===== config.mk =====
export PLATFORM = sky130hd
export DESIGN_NAME = uart_rx_ctrl
export DESIGN_NICKNAME = d
export VERILOG_FILES = /design/src/rtl/uart_rx_pkg.sv /design/src/rtl/uart_rx_sampler.sv /design/src/rtl/uart_rx_ctrl.sv
export SDC_FILE = /design/constraint.sdc
export NUM_CORES = 1
export LEC_CHECK = 0
export ABC_AREA = 1
export ABC_CLOCK_PERIOD_IN_PS = 1900
export BUFFER_PORTS_ARGS = -buffer_cell sky130_fd_sc_hd__buf_2
export CAP_MARGIN = 20
export CORE_ASPECT_RATIO = 1.4
export CORE_UTILIZATION = 49
export CTS_BUF_LIST = sky130_fd_sc_hd__clkbuf_8 sky130_fd_sc_hd__clkbuf_16
export CTS_CLUSTER_DIAMETER = 100
export DETAILED_ROUTE_END_ITERATION = 7
export GPL_TIMING_DRIVEN = 0
export PLACE_DENSITY = 0.76
export SLEW_MARGIN = 20
export SYNTH_ARGS = -nofsm -noshare
export SYNTH_HDL_FRONTEND = slang
export SYNTH_SLANG_ARGS = --single-unit
export TNS_END_PERCENT = 100

===== constraint.sdc =====
create_clock -name CLK -period 1.9 [get_ports CLK]
set_input_delay 0.095 -clock CLK [delete_from_list [all_inputs] [get_ports CLK]]
set_output_delay 0.095 -clock CLK [all_outputs]
set_load 0.05 [all_outputs]

===== src/rtl/uart_rx_pkg.sv =====
// Shared definitions for the UART receive front end: FSM state encoding,
// the legal prescale values and the bit-index landmarks inside a frame.
package uart_rx_pkg;

  typedef enum logic [2:0] {
    ST_IDLE   = 3'd0,
    ST_START  = 3'd1,
    ST_DATA   = 3'd2,
    ST_PARITY = 3'd3,
    ST_STOP   = 3'd4
  } rx_state_t;

  // Legal oversampling ratios; anything else decodes to PRESC_8.
  localparam int PRESC_8  = 8;
  localparam int PRESC_16 = 16;
  localparam int PRESC_32 = 32;

  // Width of the latched prescale and of the edge counter (holds up to 32).
  localparam int P_W = 6;

  // Bit index landmarks carried on bit_cnt.
  localparam logic [3:0] BIT_START  = 4'd0;
  localparam logic [3:0] BIT_PAR    = 4'd9;
  localparam logic [3:0] BIT_STOP_P = 4'd10;

endpackage


===== src/rtl/uart_rx_sampler.sv =====
// Oversampling edge counter and bit-decision logic.
// Build option: UART_RX_MAJ_SAMPLE_EN selects a 3-sample majority vote
// around mid-bit; otherwise a single sample is taken at mid-bit.
module uart_rx_sampler
  import uart_rx_pkg::*;
(
  input  logic           clk,
  input  logic           rst_n,
  input  logic           active,
  input  logic           rx,
  input  logic [P_W-1:0] presc,
  output logic [P_W-1:0] edge_cnt,
  output logic           bit_end,
  output logic           sampled_bit
);

  logic [P_W-1:0] half;
  logic [P_W-1:0] last;

  assign half    = presc >> 1;
  assign last    = presc - P_W'(1);
  assign bit_end = active && (edge_cnt == last);

  // Edge counter: runs 0..P-1 while a frame is in progress, parked at 0 otherwise.
  always_ff @(posedge clk or negedge rst_n) begin
    if (!rst_n) begin
      edge_cnt <= '0;
    end else if (!active || bit_end) begin
      edge_cnt <= '0;
    end else begin
      edge_cnt <= edge_cnt + P_W'(1);
    end
  end

`ifdef UART_RX_MAJ_SAMPLE_EN
  logic [P_W-1:0] half_m1;
  logic [P_W-1:0] half_p1;
  logic           s_early;
  logic           s_mid;

  assign half_m1 = half - P_W'(1);
  assign half_p1 = half + P_W'(1);

  // Collect two samples ahead of the vote; the third is the live line at P/2+1.
  always_ff @(posedge clk or negedge rst_n) begin
    if (!rst_n) begin
      s_early <= 1'b1;
      s_mid   <= 1'b1;
    end else if (active) begin
      if (edge_cnt == half_m1) s_early <= rx;
      if (edge_cnt == half)    s_mid   <= rx;
    end
  end

  // Register the majority decision at P/2+1.
  always_ff @(posedge clk or negedge rst_n) begin
    if (!rst_n) begin
      sampled_bit <= 1'b1;
    end else if (active && (edge_cnt == half_p1)) begin
      sampled_bit <= (s_early & s_mid) | (s_early & rx) | (s_mid & rx);
    end
  end
`else
  // Register a single mid-bit sample; visible from P/2+1 on.
  always_ff @(posedge clk or negedge rst_n) begin
    if (!rst_n) begin
      sampled_bit <= 1'b1;
    end else if (active && (edge_cnt == half)) begin
      sampled_bit <= rx;
    end
  end
`endif

endmodule


===== src/rtl/uart_rx_ctrl.sv =====
// UART receive front end: start detect, frame sequencing and deserialisation.
// Feeds the downstream parity checker (sampled_bit, P_DATA, bit_cnt,
// par_chk_en) and consumes its par_err verdict.
// Build option: UART_RX_MAJ_SAMPLE_EN (majority sampling, see uart_rx_sampler).
//
// Handshake: there is no back-pressure. data_valid is a single-cycle pulse
// meaning "P_DATA holds an error-free byte now"; the consumer must take it in
// that cycle. par_err is only looked at on the last tick of the parity bit.
module uart_rx_ctrl
  import uart_rx_pkg::*;
#(
  parameter int DATA_W  = 8,
  parameter int PRESC_W = 6
) (
  input  logic               CLK,
  input  logic               RST,
  input  logic               RX_IN,
  input  logic               PAR_EN,
  input  logic               PAR_TYP,
  input  logic [PRESC_W-1:0] Prescale,
  input  logic               par_err,
  output logic               sampled_bit,
  output logic [DATA_W-1:0]  P_DATA,
  output logic [3:0]         bit_cnt,
  output logic               par_chk_en,
  output logic               data_valid,
  output logic               stp_err,
  output logic               strt_glitch,
  output logic               par_typ,
  output rx_state_t          dbg_state,
  output logic [P_W-1:0]     dbg_edge_cnt
);

  rx_state_t      state;
  rx_state_t      state_next;
  logic [P_W-1:0] presc_dec;
  logic [P_W-1:0] presc_q;
  logic           par_en_q;
  logic           par_err_q;
  logic           bit_end;

  logic           start_det;
  logic           start_ok;
  logic           start_bad;
  logic           shift_en;
  logic           par_cap;
  logic           stop_end;

  uart_rx_sampler u_sampler (
    .clk         (CLK),
    .rst_n       (RST),
    .active      (state != ST_IDLE),
    .rx          (RX_IN),
    .presc       (presc_q),
    .edge_cnt    (dbg_edge_cnt),
    .bit_end     (bit_end),
    .sampled_bit (sampled_bit)
  );

  assign par_chk_en = (state == ST_PARITY);
  assign dbg_state  = state;

  // Map the raw Prescale input onto a legal ratio.
  always_comb begin
    presc_dec = P_W'(PRESC_8);
    if (Prescale == PRESC_W'(PRESC_16)) presc_dec = P_W'(PRESC_16);
    if (Prescale == PRESC_W'(PRESC_32)) presc_dec = P_W'(PRESC_32);
  end

  // State register.
  always_ff @(posedge CLK or negedge RST) begin
    if (!RST) state <= ST_IDLE;
    else      state <= state_next;
  end

  // Next-state logic and per-cycle datapath strobes.
  always_comb begin
    state_next = state;
    start_det  = 1'b0;
    start_ok   = 1'b0;
    start_bad  = 1'b0;
    shift_en   = 1'b0;
    par_cap    = 1'b0;
    stop_end   = 1'b0;
    case (state)
      ST_IDLE: begin
        if (!RX_IN) begin
          state_next = ST_START;
          start_det  = 1'b1;
        end
      end
      ST_START: begin
        if (bit_end) begin
          if (sampled_bit) begin
            state_next = ST_IDLE;
            start_bad  = 1'b1;
          end else begin
            state_next = ST_DATA;
            start_ok   = 1'b1;
          end
        end
      end
      ST_DATA: begin
        if (bit_end) begin
          shift_en = 1'b1;
          if (bit_cnt == 4'(DATA_W)) state_next = par_en_q ? ST_PARITY : ST_STOP;
        end
      end
      ST_PARITY: begin
        if (bit_end) begin
          par_cap    = 1'b1;
          state_next = ST_STOP;
        end
      end
      ST_STOP: begin
        if (bit_end) begin
          stop_end = 1'b1;
          // A low line on the last stop tick is already the next start bit.
          if (!RX_IN) begin
            state_next = ST_START;
            start_det  = 1'b1;
          end else begin
            state_next = ST_IDLE;
          end
        end
      end
      default: state_next = ST_IDLE;
    endcase
  end

  // Frame datapath: configuration latch, bit counter, data byte and status flags.
  always_ff @(posedge CLK or negedge RST) begin
    if (!RST) begin
      presc_q     <= P_W'(PRESC_8);
      par_en_q    <= 1'b0;
      par_typ     <= 1'b0;
      par_err_q   <= 1'b0;
      bit_cnt     <= BIT_START;
      P_DATA      <= '0;
      data_valid  <= 1'b0;
      stp_err     <= 1'b0;
      strt_glitch <= 1'b0;
    end else begin
      data_valid <= 1'b0;
      if (start_det) begin
        presc_q     <= presc_dec;
        par_en_q    <= PAR_EN;
        par_typ     <= PAR_TYP;
        par_err_q   <= 1'b0;
        bit_cnt     <= BIT_START;
        stp_err     <= 1'b0;
        strt_glitch <= 1'b0;
      end
      if (start_bad) begin
        strt_glitch <= 1'b1;
        bit_cnt     <= BIT_START;
      end
      if (start_ok) bit_cnt <= 4'd1;
      if (shift_en) begin
        for (int i = 0; i < DATA_W; i++) begin
          if (bit_cnt == 4'(i + 1)) P_DATA[i] <= sampled_bit;
        end
        bit_cnt <= bit_cnt + 4'd1;
      end
      if (par_cap) begin
        par_err_q <= par_err;
        bit_cnt   <= BIT_STOP_P;
      end
      // Stop verdict wins over the flag clear of a back-to-back start detect.
      if (stop_end) begin
        stp_err    <= ~sampled_bit;
        data_valid <= sampled_bit & ~(par_en_q & par_err_q);
        bit_cnt    <= BIT_START;
      end
    end
  end

endmodule


==> Word-level counts from Yosys, hierarchy flattened <==
Cells that the tools add are included.
{ "classes": {"addsub": 3, "n_eq_ne": 22, "mux": 37, "n_bitwise": 4, "n_reduce_logical": 19} }
{ "ops": {"columns": ["cell", "count"], "rows": [
  ["two-way mux 4 bit", 6],
  ["two-way mux 3 bit", 7],
  ["two-way mux 1 bit", 18],
  ["== test 4 x 3 -> 1 bit (second input constant)", 4],
  ["AND reduction 2 bit", 8],
  ["case mux 3 bit (5 select lines)", 1],
  ["two-way mux 6 bit", 2],
  ["== test 4 x 2 -> 1 bit (second input constant)", 2],
  ["!= test 2 x 1 -> 1 bit (second input constant)", 4],
  ["adder 6 x 1 -> 6 bit (second input constant)", 1],
  ["== test 3 x 2 -> 1 bit (second input constant)", 2],
  ["== test 6 x 5 -> 1 bit", 1],
  ["== test 6 x 5 -> 1 bit (second input constant)", 1],
  ["== test 6 bit", 1],
  ["== test 6 bit (second input constant)", 1],
  ["AND reduction 6 bit", 1],
  ["nonzero test 2 bit", 3],
  ["nonzero test 6 bit", 1],
  ["subtractor 6 x 1 -> 6 bit (second input constant)", 1],
  ["two-way mux 5 bit", 1],
  ["adder 4 x 1 -> 4 bit (second input constant)", 1],
  ["== test 4 x 1 -> 1 bit (second input constant)", 1],
  ["== test 4 bit (second input constant)", 1],
  ["!= test 2 bit (second input constant)", 2],
  ["11 further kinds", 14]
]} }
{ "totals": {"ff_bits": 34, "in_bits": 12, "output_inout_bits": 27, "wordCells": 104} }

==> Depth between registers and ports, before layout <==
{ "depth": {"ltp_word": 11, "ltp_mapped": 14, "depth_no_buf": 14} }

==> Modules after synthesis <==
Synthesis repeated with hierarchy kept, for this count alone.
{ "hier_totals": {"cells_unflattened": 277, "hier_area_um2": 2043.2} }
{ "modules_own_cells": {"columns": ["mod", "n_inst", "cells_per_inst", "area_each_um2", "seq_area_each_um2"], "rows": [
  ["uart_rx_ctrl", 1, 179, 1393.8, 601.8],
  ["uart_rx_sampler", 1, 98, 649.4, 176.4]
]} }

==> Worst setup path before layout <==
OpenSTA, ideal clock, no wires.
{ "synth_timing": {"path_type": "flip-flop to flip-flop", "start": "register state[0] (netlist: dbg_state[0])", "end": "register state[0] (netlist: dbg_state[0])", "setup_time_ps": 74, "arrival_time_ps": 2061, "required_ps": 1826, "setup_slack_ps": -236, "path_stages_with_launch": 9, "n_path_buf": 0, "synth_period_minus_slack_ps": 2136, "cell_sequence": "dfrtp_1 > inv_2 > nor3_2 > nor2_1 > nand3_1 > nand2_2 > nand2_2 > nand2_1 > o21ai_2"} }
{ "synth_between": {"word_cells_on_any_way": 15, "classes_between": "10 x eq/ne; 1 x mux; 4 x reduce/logical"} }
{ "synth_lines": {"columns": ["item", "line", "text"], "rows": [
  ["start: declaration", "uart_rx_ctrl.sv:34", "rx_state_t state;"],
  ["start signal: assignment", "uart_rx_ctrl.sv:73", "else state <= state_next;"],
  ["== test 3 x 2 -> 1 bit *", null, null],
  ["via par_chk_en", "uart_rx_ctrl.sv:25", "output logic par_chk_en,"],
  ["!= test 2 x 1 -> 1 bit (no line)", null, null],
  ["AND reduction 6 bit (no line)", null, null]
]} }
The timed path passes the listed nets; every way through them passes the cells marked *.
A chain may end at the register's enable or synchronous reset.

==> Worst setup path after layout <==
{ "layout_timing": {"start": "register presc_q[3]", "end": "register state[0] (netlist: dbg_state[0])"} }
{ "layout_between": {"elab_chain_len": 5, "word_cells_on_any_way": 8, "classes_between": "1 x add/sub; 5 x eq/ne; 2 x reduce/logical"} }
{ "layout_rtl": {"columns": ["item", "line", "text"], "rows": [
  ["start: declaration", "uart_rx_ctrl.sv:37", "logic [P_W-1:0] presc_q;"],
  ["start signal: assignment", "uart_rx_ctrl.sv:134", "presc_q <= P_W'(PRESC_8);"],
  ["start signal: assignment", "uart_rx_ctrl.sv:146", "presc_q <= presc_dec;"],
  ["subtractor 6 x 1 -> 6 bit *", "uart_rx_sampler.sv:21", "assign last = presc - P_W'(1);"],
  ["== test 6 bit *", "uart_rx_sampler.sv:22", "assign bit_end = active && (edge_cnt == last);"],
  ["logical AND 1 bit *", "uart_rx_sampler.sv:22", null],
  ["!= test 2 x 1 -> 1 bit (no line)", null, null],
  ["AND reduction 6 bit (no line) *", null, null]
]} }
Mark *: on every way between the ends. The rest lies on a longest branch, timed or not.

==> impl_metrics.json <==
{
  "finalWirelength_um": 3930,
  "grt_pass1_wl_um": 6400,
  "clockBufferDepth": 2,
  "hold_start": "PAR_EN",
  "die_w_um": 53.2,
  "dp_hpwl_um": 2780,
  "syn_nets": 232,
  "status": "completed",
  "syn_to_final_growth_pct": 24.7,
  "drive_gt1_share_pct": 37.4,
  "die_h_um": 73.7,
  "portBuffers": 38,
  "cts_tree": "done",
  "top_level_ports": 39,
  "antenna_found_initial": 0,
  "synth_area_leaders": "dfrtp_1, nand2_1, nor2_1",
  "relSlewSlack_pct": 53.3,
  "timing.final.crit_share_pct": 96.5,
  "async_flop_share_pct": 100,
  "dr.first_iter.drc_count": 34,
  "grt_pass1_vias": 1537,
  "gp_congestion": 0.913,
  "synth_ff_type": "dfrtp_1",
  "final.min_clock_period_ps": 1830,
  "p_leak_nw": 1.16,
  "path_buf_inv": 2,
  "viasPerCell": 5.06,
  "detail-route-antenna-nets": 0,
  "r2r_start": "presc_q[3]$_DFFE_PN1P_",
  "arrival_ps": 2010,
  "end_kind": "flip-flop",
  "drcViolationCount": 0,
  "fmax_ghz": 0.545,
  "avgSynthCellArea_um2": 8.45,
  "whs_ps": 14.3,
  "antennaDiodeCount": 0,
  "path_max_fanout": 5,
  "drt_pass1_iterations": 4,
  "hold_viol": 0,
  "wire_per_inst_um": 12.9,
  "rows": 25,
  "cp_top_family": "simple AND/OR/NAND/NOR gates",
  "start_kind": "flip-flop",
  "ys_seq_area_share_pct": 43.3,
  "critPathLaunch": "presc_q[3]$_DFFE_PN1P_",
  "fin_nets": 283,
  "synth_top_cell_area_share_pct": 40.3,
  "path_class": "reg -> reg",
  "clkLatencyLatePin_ps": 290,
  "synth_cells": 213,
  "setup_violations": 0,
  "grtUsageTotal_pct": 23.0,
  "hold_class": "in -> reg",
  "initial_core_util_pct": 52.3,
  "grt_start_max_net_pins": 32,
  "clock_sinks": 31,
  "filler_cell_count": 314,
  "ys_types": 36,
  "cts_inserted_buffers": 5,
  "final_cell_mix": "nand2_1, buf_2, nor2_1",
  "root_buffer": "clkbuf_8",
  "rsz0062_at_grt": "true",
  "crit_chain": "inv_4 > ha_4 > xnor2_4 > nor2_4 > nand2_4 > nor2_4 > inv_2 > nand2_2 > nand2_4 > nand2_2 > o21ai_2",
  "synth-edff-count": 0,
  "max_stage_delay_ps": 560,
  "syn-cell-area_um2": 1800,
  "ir_worst_vdd_mv": 1.34,
  "clkTransAtPathRegs_ps": 70,
  "cp.required_ps": 2070,
  "coreArea_um2": 3440,
  "setup_ws_ps": 65.6,
  "ys_ff_latch": 31,
  "final_max_slew_viol_count": 0,
  "final_common_cell": "nand2_1",
  "route.vias.total": 1542,
  "powerDensity_nw_per_um2": 1390,
  "tightest_slew_ps": 700,
  "max_cap_viol_count": 0,
  "globalRouteOverflowTotal": 0,
  "yosysTopAreaCell": "dfrtp_1",
  "die_area_um2": 3920,
  "synth_warnings": 0,
  "dp_slack_ps": -47.5,
  "finClkSkew_ps": 4.01,
  "critical_path.slowest_cell": "dfstp_2",
  "htree_levels": 2
}
==> worst paths after layout <==
kind,to,slack [ps],depth (start not counted)
worst max-delay path,dbg_state[0]$_DFFE_PN0P_,70,11
worst min-delay path,par_en_q$_DFFE_PN0P_,10,3
worst max register to register,dbg_state[0]$_DFFE_PN0P_,70,11
min in group asynchronous,u_sampler.edge_cnt[3]$_DFF_PN0_,380,2
max in group asynchronous,u_sampler.edge_cnt[1]$_DFF_PN0_,1030,2
worst min register to register,data_valid$_DFF_PN0_,460,1
==> through the flow <==
stage | setup TNS, ps | cells | power, mW | utilization, % | instance area, um^2
2_1_floorplan | 0 | 213 | 2.13 | - | 1810
3_3_place_gp | -33.0 | 291 | 2.41 | 59.5 | 2050
3_5_place_dp | -309 | 291 | 2.44 | 59.5 | 2050
4_1_cts | 0 | 303 | 3.04 | 63.6 | 2190
5_1_grt | -35.7 | 305 | 3.31 | 65.2 | 2240
6_report | 0 | 305 | 3.12 | 65.2 | 2240
==> logic make-up (layout without fill, tap and decap cells) <==
group / Yosys count / count (layout) / synth area share [%]
fa+ha+maj: 7 / 7 / 4.87
compound gates: 30 / 30 / 11.1
xor+xnor: 4 / 4 / 1.95
buf+inv: 31 / 83 / 7.09
flops: 31 / 31 / 43.3
simple gates: 110 / 110 / 31.8
==> report_power, final <==
group / switching [mW] / internal [mW]
clock: 0.254 / 0.250
sequential: 0.163 / 0.812
combinational: 1.12 / 0.521
total: 1.53 / 1.58
==> registers in the layout (all words and copies together) (netlist names) <==
signal	count
P_DATA	8
par_en_q	1
data_valid	1
dbg_state	3
stp_err	1
bit_cnt	4
u_sampler.sampled_bit	1
strt_glitch	1
par_typ	1
u_sampler.edge_cnt	6
presc_q	3
par_err_q	1
==> synthesized netlist by cell type (2+ instances only) <==
master,number
inv_4,2
nor2_1,29
nor2_8,2
nor3_1,3
dfrtp_1,29
nand3_1,13
o21ai_1,9
inv_1,17
dfstp_2,2
inv_2,9
nand2_1,44
o21ai_2,3
xor2_1,3
nor2_4,5
ha_1,7
a21oi_2,4
nand2_2,4
a21oi_1,5
nand4_1,5
a211oi_1,2
==> worst register-to-register path, stage by stage (launching register included) <==
cell	delay, ps
dfstp_2	560
inv_4	50
ha_4	230
xnor2_4	130
nor2_4	110
nand2_4	120
nor2_4	200
inv_2	60
nand2_2	70
nand2_4	80
nand2_2	80
o21ai_2	40
==> area by class of cell <==
cell class	count	area [um^2]	area share, %
clock buffer	5	68.8	3.07
sequential	31	781	34.8
clock inverter	3	15.0	0.669
inverter	30	126	5.63
buffer	1	3.75	0.167
multi-input combinational	151	955	42.6
tap	40	50.0	2.23
timing repair buffer	44	244	10.9
==> per-layer routing <==
metal | vias up | global-route usage, % | wire length [um]
met5 | - | 0 | 0
met4 | 0 | 10.8 | 83
met3 | 8 | 6.42 | 174
met2 | 36 | 39.6 | 2130
met1 | 705 | 25.3 | 1540
li1 | 793 | - | -
==> timing repair <==
item / CTS / global route
hold buffers: 2 / 0
hold endpoints to repair: 30 / 0
pin swaps: 3 / 7
buffers inserted: 2 / 2
endpoints found under the setup margin: 13 / 18
gates resized for setup: 2 / 12
No activity file was read; power rests on OpenSTA's default activity.
